File: src/rtl/mux_lut_gate_pkg.sv
// Shared types and truth-table constants for the mux-built two-input LUT unit.
package mux_lut_gate_pkg;

  typedef enum logic {S_FIRST, S_CHAIN} state_t;

  localparam logic [3:0] TT_AND   = 4'b1000;
  localparam logic [3:0] TT_OR    = 4'b1110;
  localparam logic [3:0] TT_XOR   = 4'b0110;
  localparam logic [3:0] TT_NAND  = 4'b0111;
  localparam logic [3:0] TT_NOR   = 4'b0001;
  localparam logic [3:0] TT_RESET = TT_OR;

endpackage

File: src/rtl/lut2_mux.sv
// One-bit two-input LUT made of three 2:1 muxes; output is tt[{x,y}].
module mux2 (
  input  logic d0,
  input  logic d1,
  input  logic s,
  output logic o
);
  assign o = s ? d1 : d0;
endmodule

module lut2_mux (
  input  logic [3:0] tt,
  input  logic       x,
  input  logic       y,
  output logic       o
);
  logic lo, hi;

  // y picks within each half of the table, x picks the half
  mux2 u_lo  (.d0(tt[0]), .d1(tt[1]), .s(y), .o(lo));
  mux2 u_hi  (.d0(tt[2]), .d1(tt[3]), .s(y), .o(hi));
  mux2 u_top (.d0(lo),    .d1(hi),    .s(x), .o(o));
endmodule

File: src/rtl/mux_lut_gate_unit.sv
// Streaming WIDTH-bit programmable two-input logic stage with optional
// per-packet accumulation down to a single result word.
module mux_lut_gate_unit
  import mux_lut_gate_pkg::*;
#(
  parameter int WIDTH = 8
) (
  input  logic             clk,
  input  logic             rst,
  input  logic             cfg_we,
  input  logic [3:0]       cfg_tt,
  input  logic             cfg_acc,
  output logic             cfg_busy,
  input  logic             in_valid,
  output logic             in_ready,
  input  logic [WIDTH-1:0] in_a,
  input  logic [WIDTH-1:0] in_b,
  input  logic             in_last,
  output logic             out_valid,
  input  logic             out_ready,
  output logic [WIDTH-1:0] out_y,
  output logic             out_last
);

  logic [3:0]       tt_q;
  logic             acc_mode_q;
  state_t           state, state_nxt;
  logic [WIDTH-1:0] acc_q;
  logic [WIDTH-1:0] lut_x, f;
  logic             accept, emit, acc_load;

  assign in_ready = !cfg_we && (!out_valid || out_ready);
  assign accept   = in_valid && in_ready;
  assign cfg_busy = out_valid || (state == S_CHAIN);

  // Mid-packet the running result replaces operand A
  assign lut_x = (state == S_CHAIN) ? acc_q : in_a;

  for (genvar i = 0; i < WIDTH; i++) begin : g_lane
    lut2_mux u_lut (.tt(tt_q), .x(lut_x[i]), .y(in_b[i]), .o(f[i]));
  end

  always_ff @(posedge clk) begin
    if (!rst) begin
      tt_q       <= TT_RESET;
      acc_mode_q <= 1'b0;
    end else if (cfg_we && !cfg_busy) begin
      tt_q       <= cfg_tt;
      acc_mode_q <= cfg_acc;
    end
  end

  always_ff @(posedge clk) begin
    if (!rst) state <= S_FIRST;
    else      state <= state_nxt;
  end

  always_comb begin
    state_nxt = state;
    if (accept && acc_mode_q) begin
      case (state)
        S_FIRST: state_nxt = in_last ? S_FIRST : S_CHAIN;
        S_CHAIN: state_nxt = in_last ? S_FIRST : S_CHAIN;
        default: state_nxt = S_FIRST;
      endcase
    end
  end

  always_comb begin
    emit     = 1'b0;
    acc_load = 1'b0;
    if (accept) begin
      if (!acc_mode_q || in_last) emit = 1'b1;
      else                        acc_load = 1'b1;
    end
  end

  always_ff @(posedge clk) begin
    if (!rst) acc_q <= '0;
    else if (acc_load) acc_q <= f;
  end

  // A new result may replace the one handed off on the same edge
  always_ff @(posedge clk) begin
    if (!rst) begin
      out_valid <= 1'b0;
      out_y     <= '0;
      out_last  <= 1'b0;
    end else if (emit) begin
      out_valid <= 1'b1;
      out_y     <= f;
      out_last  <= in_last;
    end else if (out_ready) begin
      out_valid <= 1'b0;
    end
  end

endmodule

File: config.mk
export PLATFORM = sky130hd
export DESIGN_NAME = mux_lut_gate_unit
export DESIGN_NICKNAME = d
export VERILOG_FILES = /design/src/rtl/mux_lut_gate_pkg.sv /design/src/rtl/lut2_mux.sv /design/src/rtl/mux_lut_gate_unit.sv
export SDC_FILE = /design/constraint.sdc
export NUM_CORES = 1
export LEC_CHECK = 0
export ABC_CLOCK_PERIOD_IN_PS = 1700
export BUFFER_PORTS_ARGS = -buffer_cell sky130_fd_sc_hd__clkbuf_2
export CORE_MARGIN = 4
export CORE_UTILIZATION = 50
export DETAILED_ROUTE_END_ITERATION = 8
export GPL_TIMING_DRIVEN = 0
export HOLD_SLACK_MARGIN = 0.03
export PLACE_DENSITY = 0.78
export SLEW_MARGIN = 25
export SYNTH_ARGS = -nofsm -noshare
export SYNTH_HDL_FRONTEND = slang
export SYNTH_SLANG_ARGS = --single-unit
File: constraint.sdc
create_clock -name clk -period 1.7 [get_ports clk]
set_input_delay 0 -clock clk [delete_from_list [all_inputs] [get_ports clk]]
set_output_delay 0 -clock clk [all_outputs]
set_load 0.03 [all_outputs]
# After elaboration in Yosys (flattened, before gate mapping)
# Index checks and enable logic that the tools add are counted.
# word_totals
rom_bits,0
reg_bits,24
n_memories,0
output_inout_bits,12
ramBits,0
latch_bits,0
# classes
n_addsub,0
div_mod_pow,0
magnitude_cmp,0
n_mul,0
shifts,0
n_mux,32
bitwise_logic,0
reduce_logical,12
eq_ne,0
# ops
cell,n
two-way mux 1 bit,31
two-way mux 8 bit,1
logical AND 1 bit,4
logical NOT 1 bit,4
logical OR 1 bit,3
nonzero test 2 bit,1

# Logic depth before layout (Yosys ltp)
# depth
word_depth,6
depth_mapped,4
depth_no_buf,3

# Modules after synthesis
# Synthesis repeated with hierarchy kept, for this count alone.
# hier_totals
hier_cells,130
area_unflattened_um2,1427.6
# by_module_without_submodules
mod,instances,cells_each,area_per_inst_um2
mux_lut_gate_unit,1,106,1067.3
mux2,24,1,15.0

# Worst setup path after synthesis
# Ideal clock, no wire load.
# synth_path
path_type,register to register
start,reg out_valid
end,reg out_valid
required_time_ps,1585
stages_incl_launch_ff,4
arrival_time_ps,1291
setup_slack_ps,294
period_less_slack_ps,1406
path_cell_list,dfxtp_1 -> nor2b_1 -> nor3_2 -> o21a_1
# synth_between
elab_chain_len,6
elab_cells_between_ends,7
# synth_rtl
item,line_no,source
start: declaration,mux_lut_gate_unit.sv:19,"output logic out_valid,"
start signal: assignment,mux_lut_gate_unit.sv:86,out_valid <= 1'b0;
start signal: assignment,mux_lut_gate_unit.sv:90,out_valid <= 1'b1;
start signal: assignment,mux_lut_gate_unit.sv:94,out_valid <= 1'b0;
logical NOT 1 bit (*),mux_lut_gate_unit.sv:32,assign in_ready = !cfg_we && (!out_valid || out_ready);
logical OR 1 bit (*),mux_lut_gate_unit.sv:32,
logical AND 1 bit (*),mux_lut_gate_unit.sv:32,
logical AND 1 bit (*),mux_lut_gate_unit.sv:33,assign accept = in_valid && in_ready;
two-way mux 1 bit (*),mux_lut_gate_unit.sv:72,if (accept) begin
two-way mux 1 bit or nonzero test 2 bit (tied branches),--,
# Every way passes the cells marked *; elsewhere a longest branch is shown, timed or not.
# A chain may end at the register's enable or synchronous reset.

# Worst setup path in the final report
# layout_path
start,reg out_valid
end,reg out_y[7]
# layout_between
elab_chain_len,5
# layout_rtl
item,line_no,source
logical NOT 1 bit,mux_lut_gate_unit.sv:32,
logical OR 1 bit,mux_lut_gate_unit.sv:32,
logical AND 1 bit,mux_lut_gate_unit.sv:32,
logical AND 1 bit,mux_lut_gate_unit.sv:33,
two-way mux 1 bit,mux_lut_gate_unit.sv:72,
end signal: assignment,mux_lut_gate_unit.sv:87,out_y <= '0;
end signal: assignment,mux_lut_gate_unit.sv:91,out_y <= f;
end: declaration,mux_lut_gate_unit.sv:21,"output logic [WIDTH-1:0] out_y,"
# Every way passes these cells.

==> flow_summary.toml <==
[synthesis]
yosys.area.top_type = "dfxtp_1"
synth-compound-area-share = 0.1086
synth_top_family_by_area = "multiplexers"
synth-simple-area-share = 0.1494
synth_seq_area_share = 0.3825
syn_area_per_cell_sq_um = 9.970
yosysMostFrequentCell = "mux2i_1"
synth-seq-cells = 24
synth.mux.area_fraction = 0.3267
synthesis.nets = 153
synthXorXnorAreaFrac = 0
yosys_most_used_dff = "dfxtp_1"
yosys_warnings = 0
syn_inst = 126
synthAdderAreaFrac = 0
synthTopCellsByCount = "mux2i_1 (29), dfxtp_1 (24), nand2_1 (19), o22ai_1 (16), mux2_4 (8)"
synth_top_area_share = 0.3825
netlist_area_sq_mm = 0.001256
yosysUniqueCellTypes = 22
synth_area_leaders = "dfxtp_1 (38%), mux2i_1 (23%), mux2_4 (9.6%)"
async_flop_share = 0
synth_edf_count = 0

[timing]
rsz0062_at_grt = "false"
min_period_ps = 1495
max_slew_margin = 0.5457
setup_viol = 0
max_freq_mhz = 668.9
finalClockSkew_ps = 4.985
slew_violations = 0
final.period_utilization = 0.8794
tightestPinTransition_ps = 677.7
setup-tns-final_ps = 0
finalHoldViolCount = 0

[setup_path]
critPathRequiredTime_ps = 1900
reg2reg_depth = 3
regToRegSetupSlack_ps = 200
cp_max_fo = 9
r2r_end = "out_y[7]"
r2r-start = "out_valid"
slowest_stage = "nor3_2"
worstSetupEndpointType = "register"
startpoint_type = "register"
crit_arrival_ps = 1690
cp-startpoint = "out_valid"
critical_path_class = "reg2reg"
worst_path_largest_cell_delay_ps = 610
path_cells = "nor2b_1, nor3_2, o22ai_1"

[global_routing]
grt_pass1_vias = 1177
antenna_found_initial = 0
grt_first_pass_wirelength_um = 5140
overflow = 0
grtUsageTotal = 0.1970
grt_max_degree = 14

[cells_and_area]
diodes = 0
syn_to_final_growth_pct = 25.20
final_nets = 201
fillers = 183
stdcell_area_sq_mm = 0.001573
drive_gt1_frac = 0.3121

[routing]
ant_nets = 0
viasPerCell = 5.582
wirelength_um = 3103
drt_first_iter_violations = 35
drc = 0
wl_per_cell_um = 15.44
firstDrtPassIters = 4
vias = 1122

[floorplan]
num_io_pins = 39
die_height_um = 58.13
core_area_sq_mm = 0.002297
start_util = 0.5468
rows = 17
die_w_um = 58.13
dieArea_sq_mm = 0.003379

[run]
max_cap_viol_count = 0

[pwr]
vdd.ir_drop.worst_uv = 616.5
switching_share = 0.2862
power.density_mw_per_mm2 = 761.6
seqPwrFrac = 0.505
combPwrFrac = 0.243
total_power_w = 0.001198
leakage_nw = 0.7094
p_int_w = 0.0008550
clockPowerShare = 0.251
switchingPower_w = 0.0003428

[placed_design]
gp_congestion = 0.6889
port_buffers = 37
hpwlAfterDp_um = 2216
dpl-instance-area_sq_mm = 0.001476

[worst_hold_path]
hp-class = "in2reg"
hold_depth = 2
whs_endpoint = "out_last"
hold_start = "rst"

[clock_network]
clock_path_buffers = 2
worstSkewPairLatency_ps = 320
cts_resized = 0
cts_tree = "built"
cts_buffers = 3
clock_sinks = 24
cts_root_buf = "clkbuf_4"
cts.htree.levels = 1
path_clk_slew_ps = 130

[status]
status = "complete, no violations"
[sequential cells by signal (all words and copies together), names as in the netlist]
register,count
out_valid,1
tt_q,4
out_last,1
acc_q,8
out_y,8
state,1
acc_mode_q,1
[kinds of logic after synthesis]
logic type | count (synthesis)
AND/OR/NAND/NOR | 35
multiplexers | 37
buffers and inverters | 9
flip-flops | 24
AO/OA/AOI/OAI | 21
[critical path, delay by kind of cell, from the launching register on]
kind / cells / cell delay, ps
DFF: 1 / 360
and+or+nand+nor: 2 / 840
AOI/OAI and AO/OA: 1 / 170
[layout by cell type, fill, tap and decap left out, drive strengths merged, types with 2 or more instances in the layout]
cell and instances:
dlygate4sd3 6, nor2b 5, clkbuf 44, buf 5, dfxtp 24, nand2b 3, nor3 2, mux2i 29
o21a 2, o22ai 16, nand4 2, nand2 19, mux2 8
[power by group through the flow]
stage	clock network, W	logic, W	registers (W)
after global routing	0.000338	0.000313	0.000609
after global placement	0	0.000270	0.000616
final	0.000301	0.000292	0.000605
after floorplan	0	0.000160	0.000649
after detailed placement	0	0.000279	0.000617
after CTS	0.000308	0.000291	0.000605
[repair_timing]
action | 4_1_cts | 5_1_grt
buffers inserted | 0 | 0
hold endpoints to repair | 6 | 0
hold buffers | 6 | 0
setup endpoints to repair | 0 | 0
[how the worst max path moves through the flow]
stage,slack (ps),cells past startpoint,endpoint
after floorplan,290,3,out_valid
after global placement,280,3,out_y[7]
after detailed placement,230,3,out_y[7]
after CTS,210,3,in_ready
after global routing,90,3,in_ready
final,200,3,out_y[7]
[layer usage]
| metal | wire length, um | global-route usage | vias to the layer above |
|---|---|---|---|
| li1 | - | - | 550 |
| met1 | 1208 | 0.2192 | 520 |
| met2 | 1626 | 0.3500 | 44 |
| met3 | 212 | 0.05791 | 8 |
| met4 | 56 | 0.07616 | 0 |
| met5 | 0 | 0 | - |
[stage by stage]
step                  util  cells  hold slack, ps  setup slack [ps]
finish              0.6846    201           62.18             205.0
global placement    0.6427    191           217.0             280.0
floorplan                -    126           111.8             294.3
detailed placement  0.6427    191           224.1             233.6
CTS                 0.6846    201           45.30             214.9
global route        0.6846    201           59.32             92.78
[area by class of cell]
cell class / instances / area [sq um] / area share
multi-input combinational: 93 / 734.5 / 0.4670
clock buffer: 4 / 36.28 / 0.02307
buffer: 8 / 37.54 / 0.02387
inverter: 1 / 3.754 / 0.002387
tap: 28 / 35.03 / 0.02228
sequential: 24 / 480.5 / 0.3055
timing repair buffer: 43 / 245.2 / 0.1559
Power figures use the tool's default switching activity.
